**src/rtl/tick_sched_pkg.sv**
```systemverilog
// rtl/tick_sched_pkg.sv - shared constants, divisor defaults and config FSM state type for tick_sched
package tick_sched_pkg;

    localparam int NUM_CH   = 3;
    localparam int CNT_W    = 27;
    localparam int CH_W     = 3;
    localparam int DIV0_DEF = 4;
    localparam int DIV1_DEF = 200000;
    localparam int DIV2_DEF = 100000000;

    typedef enum logic [1:0] {
        IDLE,
        WAIT_WRAP,
        DONE,
        ERR
    } cfg_state_t;

endpackage

```
**src/rtl/tick_chan.sv**
```systemverilog
// rtl/tick_chan.sv - one tick channel: wrap counter, divisor register, registered tick
// TICK_SQUARE_OUT_EN adds a toggling square-wave output per channel.
module tick_chan #(
    parameter int CNT_W   = tick_sched_pkg::CNT_W,
    parameter int DIV_RST = 0
) (
    input  logic             clk_i,
    input  logic             rst_ni,
    input  logic             run_i,
    input  logic             apply_i,
    input  logic [CNT_W-1:0] div_i,
`ifdef TICK_SQUARE_OUT_EN
    output logic             sq_o,
`endif
    output logic             tick_o,
    output logic             wrap_o,
    output logic             dis_o
);

    logic [CNT_W-1:0] cnt_q, cnt_d;
    logic [CNT_W-1:0] div_q, div_d;
    logic             tick_q;

    assign dis_o  = (div_q == '0);
    assign wrap_o = run_i && !dis_o && (cnt_q == div_q - CNT_W'(1));
    assign tick_o = tick_q;

    // An applied divisor always starts its new period from zero.
    always_comb begin
        cnt_d = cnt_q + CNT_W'(1);
        if (!run_i || dis_o || wrap_o || apply_i) begin
            cnt_d = '0;
        end
        div_d = apply_i ? div_i : div_q;
    end

    always_ff @(posedge clk_i or negedge rst_ni) begin
        if (!rst_ni) begin
            cnt_q  <= '0;
            div_q  <= CNT_W'(DIV_RST);
            tick_q <= 1'b0;
        end else begin
            cnt_q  <= cnt_d;
            div_q  <= div_d;
            tick_q <= wrap_o;
        end
    end

`ifdef TICK_SQUARE_OUT_EN
    logic sq_q;

    always_ff @(posedge clk_i or negedge rst_ni) begin
        if (!rst_ni) begin
            sq_q <= 1'b0;
        end else if (!run_i || dis_o) begin
            sq_q <= 1'b0;
        end else if (wrap_o) begin
            sq_q <= ~sq_q;
        end
    end

    assign sq_o = sq_q;
`endif

endmodule

```
**src/rtl/tick_sched.sv**
```systemverilog
// rtl/tick_sched.sv - multi-channel clock-enable tick scheduler with run-time divisor config port
// Optional TICK_SQUARE_OUT_EN adds clk_sq square-wave outputs.
module tick_sched #(
    parameter int NUM_CH   = tick_sched_pkg::NUM_CH,
    parameter int CNT_W    = tick_sched_pkg::CNT_W,
    parameter int DIV0_DEF = tick_sched_pkg::DIV0_DEF,
    parameter int DIV1_DEF = tick_sched_pkg::DIV1_DEF,
    parameter int DIV2_DEF = tick_sched_pkg::DIV2_DEF
) (
    input  logic                            sys_clk,
    input  logic                            sys_rst_n,
    input  logic                            run,
    input  logic                            cfg_valid,
    output logic                            cfg_ready,
    input  logic [tick_sched_pkg::CH_W-1:0] cfg_ch,
    input  logic [CNT_W-1:0]                cfg_div,
    output logic                            cfg_done,
    output logic                            cfg_err,
`ifdef TICK_SQUARE_OUT_EN
    output logic [NUM_CH-1:0]               clk_sq,
`endif
    output logic [NUM_CH-1:0]               tick
);

    import tick_sched_pkg::*;

    localparam int CH_N = 1 << CH_W;

    cfg_state_t       state_q, state_d;
    logic [CH_W-1:0]  pend_ch_q, pend_ch_d;
    logic [CNT_W-1:0] pend_div_q, pend_div_d;
    logic             err_q;
    logic             apply_now;

    logic [NUM_CH-1:0] wrap_w, dis_w;
    logic [CH_N-1:0]   wrap_ext, dis_ext;

    // Widened to the full index range so pend_ch can select without width juggling.
    assign wrap_ext = CH_N'(wrap_w);
    assign dis_ext  = CH_N'(dis_w);

    always_comb begin
        state_d    = state_q;
        pend_ch_d  = pend_ch_q;
        pend_div_d = pend_div_q;
        apply_now  = 1'b0;
        case (state_q)
            IDLE: begin
                if (cfg_valid) begin
                    if (int'(cfg_ch) >= NUM_CH) begin
                        state_d = ERR;
                    end else begin
                        state_d    = WAIT_WRAP;
                        pend_ch_d  = cfg_ch;
                        pend_div_d = cfg_div;
                    end
                end
            end
            WAIT_WRAP: begin
                if (wrap_ext[pend_ch_q] || dis_ext[pend_ch_q] || !run) begin
                    apply_now = 1'b1;
                    state_d   = DONE;
                end
            end
            DONE:    state_d = IDLE;
            ERR:     state_d = IDLE;
            default: state_d = IDLE;
        endcase
    end

    always_ff @(posedge sys_clk or negedge sys_rst_n) begin
        if (!sys_rst_n) begin
            state_q    <= IDLE;
            pend_ch_q  <= '0;
            pend_div_q <= '0;
            err_q      <= 1'b0;
        end else begin
            state_q    <= state_d;
            pend_ch_q  <= pend_ch_d;
            pend_div_q <= pend_div_d;
            err_q      <= (state_q == ERR);
        end
    end

    assign cfg_ready = (state_q == IDLE);
    assign cfg_done  = (state_q == DONE);
    assign cfg_err   = err_q;

    for (genvar i = 0; i < NUM_CH; i++) begin : g_ch
        localparam int DEF = (i == 0) ? DIV0_DEF :
                             (i == 1) ? DIV1_DEF :
                             (i == 2) ? DIV2_DEF : 0;

        tick_chan #(
            .CNT_W   (CNT_W),
            .DIV_RST (DEF)
        ) u_chan (
            .clk_i   (sys_clk),
            .rst_ni  (sys_rst_n),
            .run_i   (run),
            .apply_i (apply_now && (pend_ch_q == CH_W'(i))),
            .div_i   (pend_div_q),
`ifdef TICK_SQUARE_OUT_EN
            .sq_o    (clk_sq[i]),
`endif
            .tick_o  (tick[i]),
            .wrap_o  (wrap_w[i]),
            .dis_o   (dis_w[i])
        );
    end

endmodule

```
**config.mk**
```make
export PLATFORM = sky130hd
export DESIGN_NAME = tick_sched
export DESIGN_NICKNAME = d
export VERILOG_FILES = /design/src/rtl/tick_sched_pkg.sv /design/src/rtl/tick_chan.sv /design/src/rtl/tick_sched.sv
export SDC_FILE = /design/constraint.sdc
export NUM_CORES = 1
export LEC_CHECK = 0
export CAP_MARGIN = 10
export CORE_ASPECT_RATIO = 0.75
export CORE_UTILIZATION = 64
export DETAILED_ROUTE_END_ITERATION = 7
export HOLD_SLACK_MARGIN = 0.12
export MAX_ROUTING_LAYER = met4
export PLACE_DENSITY = 0.87
export SYNTH_ARGS = -nofsm -noshare
export SYNTH_HDL_FRONTEND = slang
export SYNTH_SLANG_ARGS = --single-unit
```
**constraint.sdc**
```tcl
create_clock -name sys_clk -period 5.3 [get_ports sys_clk]
set_input_delay 1.06 -clock sys_clk [delete_from_list [all_inputs] [get_ports sys_clk]]
set_output_delay 1.06 -clock sys_clk [all_outputs]
set_load 0.05 [all_outputs]
```
Yosys cells after proc, flatten, opt, wreduce, memory -nomap -nowiden
Index checks and enable logic that the tools add are counted.
W data, S select, Z words.
{"block": "classes", "add_sub_neg": 6, "order_cmp": 2, "n_eq_ne": 10, "muxes": 13, "bitwise": 1, "n_reduce_logical": 32}
{"op": "$add A27 B1 Y27 const B", "count": 3}
{"op": "$eq A27 B27 Y1", "count": 3}
{"op": "$logic_not A27 Y1", "count": 3}
{"op": "$mux W27", "count": 3}
{"op": "$sub A27 B1 Y27 const B", "count": 3}
{"op": "$logic_or A1 B1 Y1", "count": 11}
{"op": "$logic_and A1 B1 Y1", "count": 9}
{"op": "$bmux W1 S3", "count": 2}
{"op": "$mux W2", "count": 3}
{"op": "$pmux W2 S3", "count": 1}
{"op": "$eq A2 B2 Y1 const B", "count": 2}
{"op": "$logic_not A1 Y1", "count": 4}
{"op": "$lt A3 B4 Y1 const B", "count": 1}
{"op": "$mux W1", "count": 4}
{"op": "$ne A2 B2 Y1 const B", "count": 2}
{"op": "$eq A3 B1 Y1 const B", "count": 1}
{"op": "$eq A3 B2 Y1 const B", "count": 1}
{"op": "$ge A3 B2 Y1 const B", "count": 1}
{"op": "$logic_not A3 Y1", "count": 1}
{"op": "$reduce_and A3 Y1", "count": 1}
{"op": "$eq A2 B1 Y1 const B", "count": 1}
{"op": "$logic_not A2 Y1", "count": 1}
{"op": "$reduce_and A2 Y1", "count": 1}
{"op": "$reduce_or A2 Y1", "count": 1}
{"op": "$not A1 Y1", "count": 1}
{"block": "totals", "ff_bits": 198, "input_bits": 34}

Longest topological paths before layout
Gate-level depths: netlist of the first run.
{"block": "depth", "ltp_word": 13, "ltp_mapped": 12, "ltp_nobuf": 10}

Modules after synthesis
A second synthesis of the first run with hierarchy kept.
{"block": "hier_totals", "hier_cells": 1117, "area_unflattened_um2": 11827.6}
{"module": "tick_chan (g_ch[1].u_chan)", "instances": 1, "cells_each": 345, "area_per_inst_um2": 3529.6}
{"module": "tick_chan (g_ch[0].u_chan)", "instances": 1, "cells_each": 345, "area_per_inst_um2": 3523.4}
{"module": "tick_chan (g_ch[2].u_chan)", "instances": 1, "cells_each": 336, "area_per_inst_um2": 3276.9}
{"module": "tick_sched", "instances": 1, "cells_each": 91, "area_per_inst_um2": 1497.7}

Worst setup path after synthesis of the first run
OpenSTA, ideal clock, no wires.
{"block": "synth_timing", "kind": "register -> register", "start": "reg g_ch[2].u_chan.div_q[0]", "end": "reg g_ch[2].u_chan.div_q[10]", "setup_time_ns": 0.125, "arrival_ns": 3.474, "t_required_ns": 5.175, "path_slack_ns": 1.700, "stages_incl_launch_ff": 12, "n_path_buf": 1, "period_less_slack_ns": 3.600, "path_cell_list": "dfrtp_1 -> inv_1 -> ha_1 -> nor3b_1 -> nand2_1 -> xnor2_1 -> or4b_2 -> nor4_2 -> nand4_2 -> a21oi_4 -> buf_12 -> mux2_4"}
{"block": "synth_via", "elab_chain_len": 11, "elab_cells_between_ends": 15}
{"item": "start: declaration", "line_no": "tick_chan.sv:21", "source": "logic [CNT_W-1:0] div_q, div_d;"}
{"item": "start signal: assignment", "line_no": "tick_chan.sv:40", "source": "div_q <= CNT_W'(DIV_RST);"}
{"item": "start signal: assignment", "line_no": "tick_chan.sv:44", "source": "div_q <= div_d;"}
{"item": "parallel branches: the longest is 6 deep, another holds $sub A27 B1 Y27"}
{"item": "$logic_or A1 B1 Y1 * (2 in a row)", "line_no": "tick_sched.sv:60", "source": "if (wrap_ext[pend_ch_q] || dis_ext[pend_ch_q] || !run) begin"}
{"item": "$mux W1 *", "line_no": "tick_sched.sv:60"}
{"item": "$mux W1 *", "line_no": "tick_sched.sv:47", "source": "case (state_q)"}
{"item": "$logic_and A1 B1 Y1 *", "line_no": "tick_sched.sv:101", "source": ".apply_i (apply_now && (pend_ch_q == CH_W'(i))),"}
Every way passes the cells marked *. The select of a mux whose other input is x is not followed.
A chain may end at the register's enable or synchronous reset.

Worst setup path in the final report of the first run
{"block": "layout_timing", "start": "reg g_ch[1].u_chan.div_q[2]", "end": "reg g_ch[1].u_chan.div_q[13]"}
{"block": "layout_via", "elab_chain_len": 11, "elab_cells_between_ends": 15}
{"item": "start: declaration", "line_no": "tick_chan.sv:21"}
{"item": "start signal: assignment", "line_no": "tick_chan.sv:40"}
{"item": "start signal: assignment", "line_no": "tick_chan.sv:44"}
{"item": "parallel branches: the longest is 6 deep, another holds $sub A27 B1 Y27"}
{"item": "$logic_or A1 B1 Y1 * (2 in a row)", "line_no": "tick_sched.sv:60"}
{"item": "$mux W1 *", "line_no": "tick_sched.sv:60"}
{"item": "$mux W1 *", "line_no": "tick_sched.sv:47"}
{"item": "$logic_and A1 B1 Y1 *", "line_no": "tick_sched.sv:101"}
Marked as above.

==> PnR_summary.wiki, run 1 <==
{| class="wikitable"
! Metric !! Value
|-
| Library cell contributing the largest single delay on the critical path || a21oi_4
|-
| Kind of cell with the highest combined delay on the critical path || compound AO/OA/AOI/OAI gates
|-
| Netlist cell types || 77
|-
| Share of synthesized area occupied by flip-flops and latches || 41.3%
|-
| Core Util, Final || 71.2%
|-
| Max Fclk || 218 MHz
|-
| DR vias/cell || 6.51
|-
| Setup Fix Bufs, Post-CTS || 0
|-
| Max capacitance violation total || 0
|-
| Most instantiated flip-flop cell in the synthesis netlist || dfrtp_1
|-
| Inserted Clock Buffers || 17
|-
| Number of enable flip-flop cells after synthesis || 0
|-
| Critical path class || flip-flop to flip-flop
|-
| CP Max Fanout || 27
|-
| First-pass GRT wire length || 51000 microns
|-
| Worst Hold Path EP || g_ch[2].u_chan.cnt_q[0]
|-
| Power density relative to cell area || 506 nW/um^2
|-
| Global-route total usage across every layer || 35.3%
|-
| Worst flop-to-flop path startpoint || g_ch[1].u_chan.div_q[2]
|-
| Vert. Die Dim || 121 microns
|-
| Number of primary I/O pins || 40
|-
| Clock tree from TritonCTS || built
|-
| Top area cells in the synthesized netlist || dfrtp_1 (37%), mux2_2 (8.2%), xor2_1 (6.3%), xnor2_1 (6.0%), dfstp_2 (4.1%)
|-
| Initial core utilization || 65.3%
|-
| Crit share post-route || 86.5%
|-
| Post-route setup TNS || 0 ps
|-
| Die ar. || 19400 sq um
|-
| Buffer and inverter count on the worst path || 0
|-
| Gate count after technology mapping || 1197
|-
| Clock Power Share || 19.9%
|-
| Leading cell types by count after synthesis || dfrtp_1 (179), nor2_1 (129), mux2_2 (88), xor2_1 (87), xnor2_1 (83)
|-
| Clock root buffer master || clkbuf_16
|-
| Port-buffer cells || 39
|-
| Internal power of the cells || 3.83 mW
|-
| Max Root-Sink Buffers || 2
|-
| RePlAce Congestion || 1.02
|-
| Critical Path Source Type || flip-flop
|-
| Clock latency on the worst-skew pair || 450 ps
|-
| Number of global-route vias before repair || 8879
|-
| Final Slew Violations || 0
|-
| Final Hold Violating Endpoints || 0
|-
| Warning count from the yosys run || 0
|-
| Worst slew margin relative to its limit || 25.5%
|-
| RSZ-0062 raised after global routing || false
|-
| Max Clock Skew || 17.6 ps
|-
| H-Tree Level Count || 4
|-
| Sw Ratio || 42.5%
|-
| Total power after layout || 6.65 mW
|-
| Source of the critical timing path || g_ch[1].u_chan.div_q[2]
|-
| Standard cell core area || 18500 sq um
|-
| WL per Instance || 21.6 microns
|-
| Setup slack of the critical path after layout || 717 ps
|-
| Kind of end point of the critical path || flip-flop
|-
| Number of synthesized register bits || 198
|-
| Top-count cell post-synth || dfrtp_1
|-
| Hold bufs inserted after CTS || 0
|-
| Total length of routed wires || 31600 microns
|-
| Reported leakage power || 5.27 nW
|-
| Tightest hold margin || 536 ps
|-
| Share of layout cells above drive strength 1 || 16.0%
|-
| Detailed router's first-iteration violation count || 1184
|-
| Synth top area share || 37.2%
|-
| Worst-case reg-to-reg path depth || 8
|-
| Hold-critical path depth || 1
|-
| Number of core rows || 43
|-
| Reg2reg end || g_ch[1].u_chan.div_q[13]
|-
| HPWL reported at the end of detailed placement || 23300 microns
|-
| Critical-path cell list || nor4_2 -> mux2i_1 -> o311ai_0 -> or4b_1 -> a2111oi_2 -> nand4_1 -> a21oi_4 -> mux2_2
|-
| Crit path required time || 5620 ps
|-
| DR vias || 9535
|-
| Synth area leader || dfrtp_1
|-
| Cell area after technology mapping || 12000 sq um
|-
| Arrival time at the worst endpoint || 4910 ps
|-
| TritonCTS sink count || 198
|-
| Count of antenna diodes in the layout || 0
|-
| Number of DRC violations after detailed routing || 0
|-
| Horiz. Die Dim || 160 microns
|-
| Psw || 2.83 mW
|-
| Slew @ Worst Pin || 1120 ps
|-
| Crit path time final || 4580 ps
|-
| Net Count, Synth || 1240
|-
| Pin count of the biggest net entering global routing || 109
|-
| Global-route congestion overflow total || 0
|-
| Async SR Flop Fraction || 100%
|-
| Number of gates given a new drive strength after cts || 0
|-
| Comb power frac || 37.8%
|-
| Count of final setup violators || 0
|-
| Final net count || 1248
|-
| Worst setup slack after placement || 918 ps
|-
| Average cell area after synthesis || 10.1 sq um
|-
| Power share of the sequential group || 42.3%
|-
| Classification of the worst-slack hold path || flip-flop to flip-flop
|-
| Growth of design area from synthesis to finish || 9.07%
|-
| CP peak stage delay || 810 ps
|-
| Post-DRT Antenna Nets || 0
|-
| Antenna violations before repair || 0
|-
| Number of search-and-repair iterations in the first detailed-routing pass || 5
|-
| Hold Startpoint || g_ch[2].u_chan.cnt_q[0]
|-
| Maximum vdd ir drop || 0.000293 V
|-
| Clock input transition at the sequential cells of the worst setup and hold paths || 80 ps
|-
| Result of the run || finished clean
|-
| Worst reg2reg setup slack || 720 ps
|}
## state kept, by name, indices dropped and copies added, names as in the netlist
| signal | cells |
|---|---|
| pend_ch_q | 3 |
| pend_div_q | 27 |
| g_ch.u_chan.div_q | 81 |
| cfg_err | 1 |
| state_q | 2 |
| g_ch.u_chan.cnt_q | 81 |
| g_ch.u_chan.tick_o | 3 |
## cells in the final DEF (no fill, tap or decap), types with 7 or more instances in the layout
| cell type | n |
|---|---|
| buf_4 | 9 |
| clkbuf_16 | 17 |
| inv_1 | 26 |
| or3_1 | 15 |
| o31a_1 | 8 |
| and4_1 | 15 |
| mux2i_1 | 11 |
| nor2b_1 | 7 |
| nor4_1 | 36 |
| mux2_2 | 88 |
| ha_1 | 9 |
| dfrtp_1 | 179 |
| a31oi_1 | 10 |
| dfstp_2 | 19 |
| or4_1 | 26 |
| o31ai_1 | 8 |
| xnor2_1 | 83 |
| a21oi_1 | 14 |
| nor3_1 | 42 |
| nand3b_1 | 7 |
| nor4b_1 | 8 |
| nand2b_1 | 13 |
| nand2_1 | 50 |
| mux2_4 | 20 |
| nand4_1 | 35 |
| nand3_1 | 46 |
| and3_1 | 23 |
| and2_1 | 9 |
| clkdlybuf4s50_1 | 38 |
| o21ai_0 | 13 |
| nor2_1 | 129 |
| xor2_1 | 87 |
## power by group through the flow
stage | sequential, mW | combinational [mW] | clock (mW)
finish | 2.82 | 2.51 | 1.33
global route | 2.89 | 2.72 | 1.40
CTS | 2.78 | 2.47 | 1.34
detailed placement | 2.81 | 2.44 | 0
global placement | 2.79 | 2.35 | 0
floorplan | 2.35 | 2.09 | 0
## area by class of cell
class,count,area (sq um)
clock buffers,17,425
clock inverters,15,181
fillers,1357,5320
inverters,26,97.6
multi-input cells,913,6660
flip-flops and latches,198,4980
well taps,247,309
repair buffers,49,482
## metal layers
| metal | GRT usage (%) | part of all wire (%) | wire, microns | up-vias |
|---|---|---|---|---|
| met4 | 7.62 | 1.4 | 436 | 0 |
| met3 | 6.14 | 8.5 | 2680 | 44 |
| met2 | 47.7 | 42 | 13200 | 411 |
| li1 | - | - | - | 4371 |
| met1 | 54.6 | 48 | 15300 | 4709 |
| met5 | - | 0 | 0 | - |
## stage by stage
stage / cells / instance area, sq um
after floorplan: 1197 / 12000
after global placement: 1433 / 12500
after detailed placement: 1433 / 12500
after CTS: 1465 / 13100
after global routing: 1465 / 13100
final: 1465 / 13100
## worst max path at each step
stage,endpoint,slack (ps),cells after the start
final,g_ch[1].u_chan.div_q[13],720,8
after global routing,g_ch[1].u_chan.div_q[13],550,8
after global placement,g_ch[1].u_chan.div_q[21],1070,8
after detailed placement,g_ch[1].u_chan.div_q[15],920,8
after floorplan,g_ch[2].u_chan.div_q[10],1700,11
after CTS,g_ch[1].u_chan.div_q[13],850,8
## worst register-to-register path: stages, from the launching register on
cell	delay (ps)
dfrtp_1	500
nor4_2	800
mux2i_1	150
o311ai_0	560
or4b_1	500
a2111oi_2	390
nand4_1	310
a21oi_4	810
mux2_2	450
## logic make-up after synthesis
kind of cell	synth area share (%)
AND/OR/NAND/NOR	22.8
adder cells (fa/ha/maj)	0.935
multiplexers	12.1
buffers and inverters	3.38
flip-flops	41.3
XOR/XNOR	12.5
AO/OA/AOI/OAI	6.92
No activity file was read; power rests on OpenSTA's default activity.
==> inputs of run 2 (changes only) <==
--- a/config.mk
+++ b/config.mk
@@ -7,6 +7,7 @@
 export LEC_CHECK = 0
 export CAP_MARGIN = 10
 export CORE_ASPECT_RATIO = 0.75
+export CORE_MARGIN = 1
 export CORE_UTILIZATION = 64
 export DETAILED_ROUTE_END_ITERATION = 7
 export HOLD_SLACK_MARGIN = 0.12
==> results of run 2 <==
No change in the layout: final DEF, timing and power equal those of run 1.
==> inputs of run 3 (changes only) <==
--- a/config.mk
+++ b/config.mk
@@ -16,3 +16,4 @@
 export SYNTH_ARGS = -nofsm -noshare
 export SYNTH_HDL_FRONTEND = slang
 export SYNTH_SLANG_ARGS = --single-unit
+export TNS_END_PERCENT = 10
==> results of run 3 <==
No change in the layout: final DEF, timing and power equal those of run 1.
